$ cat src/rtl/ahb_lite_uart_rx.sv
// AHB-Lite slave that receives 8N1 serial bytes into a FIFO. It exposes a
// pop-on-read RXDATA register and a STATUS register with sticky write-1-to-clear flags.
module ahb_lite_uart_rx #(
  parameter int CLKS_PER_BIT = 434,
  parameter int FIFO_AW      = 4
) (
  input  logic        HCLK,
  input  logic        HRESET,
  input  logic [31:0] HADDR,
  input  logic        HSEL,
  input  logic [1:0]  HTRANS,
  input  logic        HWRITE,
  input  logic [31:0] HWDATA,
  output logic [31:0] HRDATA,
  output logic        HREADY,
  output logic        HRESP,
  input  logic        UART_RX
);
  localparam int CW    = $clog2(CLKS_PER_BIT);
  localparam int DEPTH = 1 << FIFO_AW;
  localparam logic [CW-1:0]    BIT_LAST  = CW'(CLKS_PER_BIT - 1);
  localparam logic [CW-1:0]    HALF_LAST = CW'(CLKS_PER_BIT / 2 - 1);
  localparam logic [FIFO_AW:0] FULL_CNT  = (FIFO_AW + 1)'(DEPTH);

  typedef enum logic [1:0] {S_IDLE, S_START, S_DATA, S_STOP} state_e;

  state_e              state_q, state_d;
  logic [CW-1:0]       cnt_q, cnt_d;
  logic [2:0]          bitidx_q, bitidx_d;
  logic [7:0]          shift_q, shift_d;
  logic                sync1_q, rx_s_q, rx_d_q, rx_fall;
  logic                push, frame_set;

  logic                wr_pend_q;
  logic [1:0]          addr_q;
  logic [31:0]         hrdata_q, rd_mux, status;
  logic                bus_sel, rd_req, pop, wr_status;

  logic [7:0]          mem [DEPTH];
  logic [FIFO_AW-1:0]  wr_ptr_q, rd_ptr_q;
  logic [FIFO_AW:0]    count_q;
  logic                full, not_empty, push_ok, ovf_set;
  logic                frame_err_q, overrun_q;

  logic                unused_bits;
  assign unused_bits = ^{HADDR[31:4], HADDR[1:0], HTRANS[0], HWDATA[31:4], HWDATA[1:0]};

  // NOTE: sequential state uses non-blocking assignments so every flop samples pre-edge values.
  always_ff @(posedge HCLK) begin
    if (HRESET) begin
      sync1_q <= 1'b1;
      rx_s_q  <= 1'b1;
      rx_d_q  <= 1'b1;
    end else begin
      sync1_q <= UART_RX;
      rx_s_q  <= sync1_q;
      rx_d_q  <= rx_s_q;
    end
  end
  assign rx_fall = rx_d_q & ~rx_s_q;

  always_ff @(posedge HCLK) begin
    if (HRESET) state_q <= S_IDLE;
    else        state_q <= state_d;
  end

  // NOTE: every always_comb output gets a default first so no latch is inferred.
  always_comb begin
    state_d = state_q;
    case (state_q)
      S_IDLE:  if (rx_fall) state_d = S_START;
      S_START: if (cnt_q == HALF_LAST) state_d = rx_s_q ? S_IDLE : S_DATA;
      S_DATA:  if (cnt_q == BIT_LAST && bitidx_q == 3'd7) state_d = S_STOP;
      S_STOP:  if (cnt_q == BIT_LAST) state_d = S_IDLE;
      default: state_d = S_IDLE;
    endcase
  end

  always_comb begin
    cnt_d     = cnt_q + 1'b1;
    bitidx_d  = bitidx_q;
    shift_d   = shift_q;
    push      = 1'b0;
    frame_set = 1'b0;
    case (state_q)
      S_IDLE: cnt_d = '0;
      S_START: if (cnt_q == HALF_LAST) begin
        cnt_d    = '0;
        bitidx_d = '0;
      end
      S_DATA: if (cnt_q == BIT_LAST) begin
        cnt_d    = '0;
        shift_d  = {rx_s_q, shift_q[7:1]};
        bitidx_d = bitidx_q + 1'b1;
      end
      S_STOP: if (cnt_q == BIT_LAST) begin
        cnt_d     = '0;
        push      = rx_s_q;
        frame_set = ~rx_s_q;
      end
      default: cnt_d = '0;
    endcase
  end

  always_ff @(posedge HCLK) begin
    if (HRESET) begin
      cnt_q    <= '0;
      bitidx_q <= '0;
      shift_q  <= '0;
    end else begin
      cnt_q    <= cnt_d;
      bitidx_q <= bitidx_d;
      shift_q  <= shift_d;
    end
  end

  assign full      = (count_q == FULL_CNT);
  assign not_empty = (count_q != '0);
  assign status    = {27'b0, not_empty, frame_err_q, overrun_q, full, not_empty};

  assign bus_sel   = HSEL & HTRANS[1];
  assign rd_req    = bus_sel & ~HWRITE;
  assign pop       = rd_req & (HADDR[3:2] == 2'd0) & not_empty;
  assign wr_status = wr_pend_q & (addr_q == 2'd1);

  // A push into a full FIFO still lands if the same edge frees a slot.
  assign push_ok   = push & (~full | pop);
  assign ovf_set   = push & full & ~pop;

  always_comb begin
    rd_mux = '0;
    case (HADDR[3:2])
      2'd0:    rd_mux = not_empty ? {23'b0, 1'b1, mem[rd_ptr_q]} : 32'h0;
      2'd1:    rd_mux = status;
      default: rd_mux = '0;
    endcase
  end

  always_ff @(posedge HCLK) begin
    if (HRESET) begin
      wr_pend_q <= 1'b0;
      addr_q    <= '0;
      hrdata_q  <= '0;
    end else begin
      wr_pend_q <= bus_sel & HWRITE;
      if (bus_sel) addr_q <= HADDR[3:2];
      if (rd_req)  hrdata_q <= rd_mux;
    end
  end

  // Set wins over a simultaneous write-1-to-clear.
  always_ff @(posedge HCLK) begin
    if (HRESET) begin
      frame_err_q <= 1'b0;
      overrun_q   <= 1'b0;
    end else begin
      frame_err_q <= frame_set | (frame_err_q & ~(wr_status & HWDATA[3]));
      overrun_q   <= ovf_set   | (overrun_q   & ~(wr_status & HWDATA[2]));
    end
  end

  // NOTE: storage is not reset; only pointers and count define which entries are valid.
  always_ff @(posedge HCLK) begin
    if (push_ok) mem[wr_ptr_q] <= shift_q;
  end

  always_ff @(posedge HCLK) begin
    if (HRESET) begin
      wr_ptr_q <= '0;
      rd_ptr_q <= '0;
      count_q  <= '0;
    end else begin
      if (push_ok) wr_ptr_q <= wr_ptr_q + 1'b1;
      if (pop)     rd_ptr_q <= rd_ptr_q + 1'b1;
      case ({push_ok, pop})
        2'b10:   count_q <= count_q + 1'b1;
        2'b01:   count_q <= count_q - 1'b1;
        default: count_q <= count_q;
      endcase
    end
  end

  assign HRDATA = hrdata_q;
  assign HREADY = 1'b1;
  assign HRESP  = 1'b0;
endmodule

$ cat config.mk
export PLATFORM = sky130hd
export DESIGN_NAME = ahb_lite_uart_rx
export DESIGN_NICKNAME = d
export VERILOG_FILES = /design/src/rtl/ahb_lite_uart_rx.sv
export SDC_FILE = /design/constraint.sdc
export NUM_CORES = 1
export LEC_CHECK = 0
export ABC_CLOCK_PERIOD_IN_PS = 3400
export CORE_UTILIZATION = 55
export DETAILED_ROUTE_END_ITERATION = 8
export GPL_ROUTABILITY_DRIVEN = 0
export GPL_TIMING_DRIVEN = 0
export PLACE_DENSITY = 0.87
export SLEW_MARGIN = 20
export SYNTH_ARGS = -nofsm -noshare
export SYNTH_HDL_FRONTEND = slang
export SYNTH_SLANG_ARGS = --single-unit
$ cat constraint.sdc
create_clock -name HCLK -period 3.4 [get_ports HCLK]
set_clock_uncertainty 0.05 [all_clocks]
set_input_delay 0.68 -clock HCLK [delete_from_list [all_inputs] [get_ports HCLK]]
set_output_delay 0.68 -clock HCLK [all_outputs]
set_load 0.02 [all_outputs]
==> results of run 1 <==
## area by class of cell
cell class / count / area share [%]
plain buffers: 48 / 3.57
multi-input cells: 286 / 28.0
inverters: 9 / 0.387
flip-flops and latches: 184 / 56.8
repair buffers: 17 / 1.95
clock buffers: 18 / 4.91
well taps: 176 / 2.52
clock inverters: 14 / 1.88
## metal layers
metal | vias up | wire length [microns]
li1 | 1991 | -
met1 | 2242 | 6200
met2 | 329 | 8350
met3 | 48 | 1620
met4 | 0 | 458
met5 | - | 0
## report_power, final
group / leakage [nW] / internal [mW] / switching (mW)
Clock: 0.293 / 1.11 / 0.869
Combinational: 1.03 / 0.0355 / 0.0578
Sequential: 1.64 / 2.37 / 0.00280
## worst reg2reg max path: cells and delay by family, from the launching register on
family	cells	cell delay, ns
fa+ha+maj	1	0.22
buf+inv	1	0.24
flops	1	0.46
simple gates	5	1.76
## through the flow
stage | total power [mW] | hold slack, ns | utilization, % | area [sq um] | TNS [ns]
detailed placement | 2.51 | 0.359 | 60.6 | 8120 | -21.23
global route | 4.55 | 0.396 | 65.2 | 8740 | -1.85
global placement | 2.51 | 0.348 | 60.5 | 8100 | -28.22
finish | 4.44 | 0.372 | 65.2 | 8740 | 0
CTS | 4.45 | 0.374 | 65.0 | 8720 | 0
floorplan | 2.49 | 0.339 | - | 7710 | 0
## worst min-delay path by stage
stage,start,endpoint,cells past startpoint
global route,sync1_q,rx_s_q,1
floorplan,sync1_q,rx_s_q,1
finish,sync1_q,rx_s_q,1
CTS,sync1_q,rx_s_q,1
detailed placement,sync1_q,rx_s_q,1
global placement,sync1_q,rx_s_q,1
## what timing repair did
| action | CTS | global route |
|---|---|---|
| hold buffers | 0 | 0 |
| gates resized for setup | 0 | 7 |
| setup endpoints to repair | 0 | 80 |
## flip-flops by register name, summed over array words and instances (netlist names), named ones only
signal,count
addr_q,2
overrun_q,1
rx_s_q,1
rx_d_q,1
count_q,5
wr_ptr_q,4
bitidx_q,3
cnt_q,9
mem,128
frame_err_q,1
state_q,1
shift_q,8
HRDATA,9
sync1_q,1
wr_pend_q,1
rd_ptr_q,4
## layout by cell type (no fill, tap or decap), types with 3 or more instances in the layout
cell type        netlist  layout
nor4_1                 6       6
mux4_2                33      33
edfxtp_1             128     128
inv_6                  0       3
nor2_2                 0       6
nor2_1                54      48
a21oi_1               13      13
clkdlybuf4s50_1        0      17
dfxtp_1               56      56
buf_4                 26      26
clkbuf_1              11      12
buf_2                  3       3
inv_8                  0       3
ha_1                  12      12
buf_6                  4       4
conb_1                 2      25
xnor2_1                4       4
a22oi_1                5       5
nor2b_1                3       3
xor2_1                10      10
o21ai_0                8       8
nand4_1                5       5
clkbuf_16              0      17
mux2i_1               10      10
a31oi_1                6       6
inv_1                  8       8
clkinv_4               0       4
mux4_1                 7       7
and3_1                 5       5
nor3_2                 0       3
nand2_1               30      30
nand3_1               12      12
buf_1                  4       4
## logic make-up (layout without fill, tap and decap cells)
| logic type | count (synthesis) | count (layout) |
|---|---|---|
| AO/OA/AOI/OAI | 43 | 43 |
| XOR/XNOR | 14 | 14 |
| adder cells (fa/ha/maj) | 12 | 12 |
| buffers and inverters | 57 | 106 |
| flip-flops | 184 | 184 |
| multiplexers | 52 | 52 |
| other | 2 | 25 |
| AND/OR/NAND/NOR | 140 | 140 |
==> summary.txt, run 1 <==
status - completed
largest family of logic cells by synthesized area - multiplexers
met2 global-route usage - 40.8%
Worst EP arrival - 3.37 ns
worst r2r path cells - 7
clk slew on worst S/H paths - 0.07 ns
Mean Syn Cell Area - 15.1 sq um
fmax - 297 MHz
DRT antenna net count - 0
Post-synth EDFFs - 128
asr flop ratio synth - 0%
max-slew violation count - 0
deepest clock path buffer count - 2
via count - 4610
WP data required - 3.40 ns
FF+latch count, synth - 184
Top delay family on crit path - simple AND/OR/NAND/NOR gates
Clock Root Buffer - clkbuf_16
detailed-route DRC error count - 0
Post-Synth Simple-Gate Area - 8.97%
slew margin rel. - 37.7%
initial antenna violation count - 0
crit path capture type - flop
number of nets in the layout - 646
most frequent CP cell - clkbuf_1
DR WL/cell - 22.1 microns
fraction of layout cells with a size suffix above 1 - 20.3%
Least-Margin Pin Slew - 0.930 ns
DPL Wire Length - 10.1 mm
Hold Vio Cnt, Final - 0
complex-gate fraction of the synthesized area - 3.86%
first-pass GRT wire length - 25.7 mm
share of synthesized area spent on multiplexers - 13.9%
synth top area cells - edfxtp_1 50%, dfxtp_1 15%, mux4_2 9.7%
Fillers - 883
end point of the critical path - mem[8][0]
VDD IR max - 0.000375 V
count leader, synth - edfxtp_1
global-route layer with the greatest usage - met2
met3 usage - 6.37%
Synth top area share - 50.4%
Yosys cell types - 53
post-DR vias/cell - 6.13
vias in the first global route - 4549
Iter 0 DRT Violations - 704
Final min period - 3.37 ns
multi-input logic area - 2440 sq um
IO Port Bufs - 17
final setup vio count - 0
Ys Warns - 0
Inserted Clock Buffers - 17
CTS tree - yes
Worst-Skew Late Latency - 0.42 ns
die span in x - 120 microns
ANT cells - 0
Seq/Total Area, Yosys - 65.1%
Cells after Synth - 504
M1 GR Usage - 31.8%
worst hold path class - reg2reg
kind of critical path - in2reg
r2r endpoint - mem[8][0]
Synth Area in Adders - 1.97%
Rows - 42
Pwr per Cell Area - 508 nW/um^2
# IOs - 105
leading cell types by count after synthesis - 128 x edfxtp_1, 56 x dfxtp_1, 54 x nor2_1, 33 x mux4_2, 30 x nand2_1
CP max FO - 8
Final WS setup - 0.0349 ns
r2r setup slk - 0.30 ns
Initial Util - 56.9%
CP Launch Type - input pin
Area Growth Syn to Fin - 14.6%
Placed Cells - 720
Leak - 2.96 nW
critical path depth in cells - 8
Syn Std Cell Area - 7630 sq um
fin crit share - 99.0%
drt total wl - 16.6 mm
WP buf/inv - 3
Max Cap Viol - 0
CP max stage cell - nor2_1
Register Area - 4960 sq um
DIE HEIGHT - 120 microns
non-filler instance count after layout - 752
RSZ-0062 raised after global routing - true
FF-to-FF Start - cnt_q[0]
CP Cell Sequence - clkdlybuf4s50_1, and3b_1, clkbuf_1, a211o_1, and2_1, clkbuf_1, nand2_1, nor2_1
largest net degree at the start of global routing - 19
worst slack at placement - -0.289 ns
Synth area leader - edfxtp_1
H-tree level count - 4
Clock Sinks - 184
post-CTS setup buffers - 0
GRT overflow - 0
Total GRT Usage - 24.9%
max incr delay on CP - 0.70 ns
Post-synth top flop - edfxtp_1
Synth Area in XOR/XNOR - 1.61%
CP Launch Point - HSEL
total die area - 14300 sq um
DR pass1 iterations - 8
CORE AREA - 13400 sq um
Power figures use the tool's default switching activity.
==> inputs of run 2 (changes only) <==
--- a/config.mk
+++ b/config.mk
@@ -9,7 +9,6 @@
 export CORE_UTILIZATION = 55
 export DETAILED_ROUTE_END_ITERATION = 8
 export GPL_ROUTABILITY_DRIVEN = 0
-export GPL_TIMING_DRIVEN = 0
 export PLACE_DENSITY = 0.87
 export SLEW_MARGIN = 20
 export SYNTH_ARGS = -nofsm -noshare
==> summary.txt, run 2 (synthesized netlist as in run 1, its figures left out) <==
Worst-Skew Late Latency - 0.44 ns (+0.02 ns)
detailed-route DRC error count - 0 (unchanged)
WP data required - 3.68 ns (+0.28 ns)
DR WL/cell - 21.9 microns (-0.93%)
slew margin rel. - 46.2% (+8.4 points)
Largest register FFs - 128 (unchanged)
r2r endpoint - count_q[4]
end point of the critical path - count_q[4]
worst hold path class - reg2reg
Min Hold Slack - 0.371 ns (-0.000669 ns)
VDD IR max - 0.000428 V (+14%)
worst slack at placement - -0.0471 ns (+0.242 ns)
Clock Root Buffer - clkbuf_16
kind of critical path - in2reg
post-DR vias/cell - 6.06 (-1.1%)
Area Growth Syn to Fin - 13.4%
Inserted Clock Buffers - 17 (unchanged)
Least-Margin Pin Slew - 0.806 ns (-0.124 ns)
largest net degree at the start of global routing - 37 (+18)
GRT overflow - 0 (unchanged)
H-tree level count - 4 (unchanged)
Worst EP arrival - 3.32 ns (-0.05 ns)
CP max FO - 4 (-4)
Clock Sinks - 184 (unchanged)
first-pass GRT wire length - 24.9 mm (-3.1%)
die span in x - 120 microns (unchanged)
total power - 4.46 mW (+0.59%)
Setup TNS - 0 ns (unchanged)
RSZ-0062 raised after global routing - false
fmax - 329 MHz (+11%)
Rows - 42 (unchanged)
deepest clock path buffer count - 2 (unchanged)
Initial Util - 56.9% (unchanged)
ANT cells - 0 (unchanged)
CTS tree - yes
fin crit share - 89.4% (-9.6 points)
Total GRT Usage - 24.0% (-0.90 points)
clk slew on worst S/H paths - 0.07 ns (about the same)
CTS Hold Bufs - 0 (unchanged)
final setup vio count - 0 (unchanged)
most common cell after layout, fill and taps aside - edfxtp_1
drt total wl - 16.1 mm (-3.4%)
most frequent cells in the layout - 128 x edfxtp_1, 55 x dfxtp_1, 54 x nor2_1, 33 x mux4_2, 30 x nand2_1
via count - 4445 (-3.6%)
Fillers - 845 (-4.3%)
DIE HEIGHT - 120 microns (unchanged)
Most flops, register - mem
crit path capture type - flop
total die area - 14300 sq um (unchanged)
vias in the first global route - 4538 (-0.24%)
number of nets in the layout - 627 (-2.9%)
final core occ - 64.5% (-0.66 points)
IO Port Bufs - 18 (+1)
Pwr per Cell Area - 516 nW/um^2 (+1.6%)
status - completed
# IOs - 105 (unchanged)
initial antenna violation count - 0 (unchanged)
max-slew violation count - 0 (unchanged)
Hold Vio Cnt, Final - 0 (unchanged)
worst r2r path cells - 8 (+1)
FF-to-FF Start - cnt_q[7]
DRT antenna net count - 0 (unchanged)
post-CTS setup buffers - 0 (unchanged)
Leak - 2.91 nW (-1.5%)
CORE AREA - 13400 sq um (unchanged)
Iter 0 DRT Violations - 584 (-17%)
post-cts sizing count - 0 (unchanged)
DPL Wire Length - 9.72 mm (-4.2%)
Max Cap Viol - 0 (unchanged)
r2r setup slk - 0.56 ns (+0.26 ns)
CP Launch Type - input pin
DR pass1 iterations - 5 (-3)
fraction of layout cells with a size suffix above 1 - 18.9% (-1.5 points)
CP Launch Point - HWRITE
Final min period - 3.04 ns (-0.325 ns)
Final WS setup - 0.360 ns (+0.325 ns)
## run 2: how the worst min path moves through the flow
stage	startpoint	to	slack [ns]	cells past startpoint
5_1_grt	sync1_q	rx_s_q	0.39	1
2_1_floorplan	sync1_q	rx_s_q	0.34	1
3_5_place_dp	sync1_q	rx_s_q	0.36	1
4_1_cts	sync1_q	rx_s_q	0.37	1
6_report	sync1_q	rx_s_q	0.37	1
3_3_place_gp	sync1_q	rx_s_q	0.35	1
## run 2: cell type report
type / instances / area [sq um] / share of cell area [%]
multi-input combinational: 286 / 2410 / 27.9
tap: 176 / 220 / 2.55
timing repair buffer: 46 / 403 / 4.66
clock buffer: 22 / 518 / 5.99
inverter: 9 / 33.8 / 0.391
clock inverter: 10 / 98.8 / 1.14
sequential: 184 / 4970 / 57.4
## run 2: power by group
part / switching [mW] / leakage [nW] / internal (mW)
Sequential: 0.00420 / 1.64 / 2.37
Combinational: 0.0503 / 0.968 / 0.0204
Clock: 0.851 / 0.308 / 1.17
## run 2: routing by layer
metal	vias to the layer above	GRT usage, %	part of all wire, %
li1	1943	-	-
met1	2226	29.3	39
met2	238	41.1	52
met3	38	5.13	6.0
met4	0	10.7	2.7
met5	-	0	0
## run 2: stage by stage
step                      std cells  instance area [sq um]
after floorplan                 527                   7710
after global placement          701                   8030
after detailed placement        701                   8030
after CTS                       733                   8650
after global routing            733                   8650
final                           733                   8650
## run 2: worst max-delay path, stage by stage
cell and delay (ns):
clkdlybuf4s50_1 0.43, nand3b_2 0.25, a2111oi_2 0.43, nand2_1 0.23
xnor2_1 0.19, ha_1 0.25, or3_1 0.32, a21oi_1 0.14
a2bb2oi_1 0.10, mux2_4 0.30
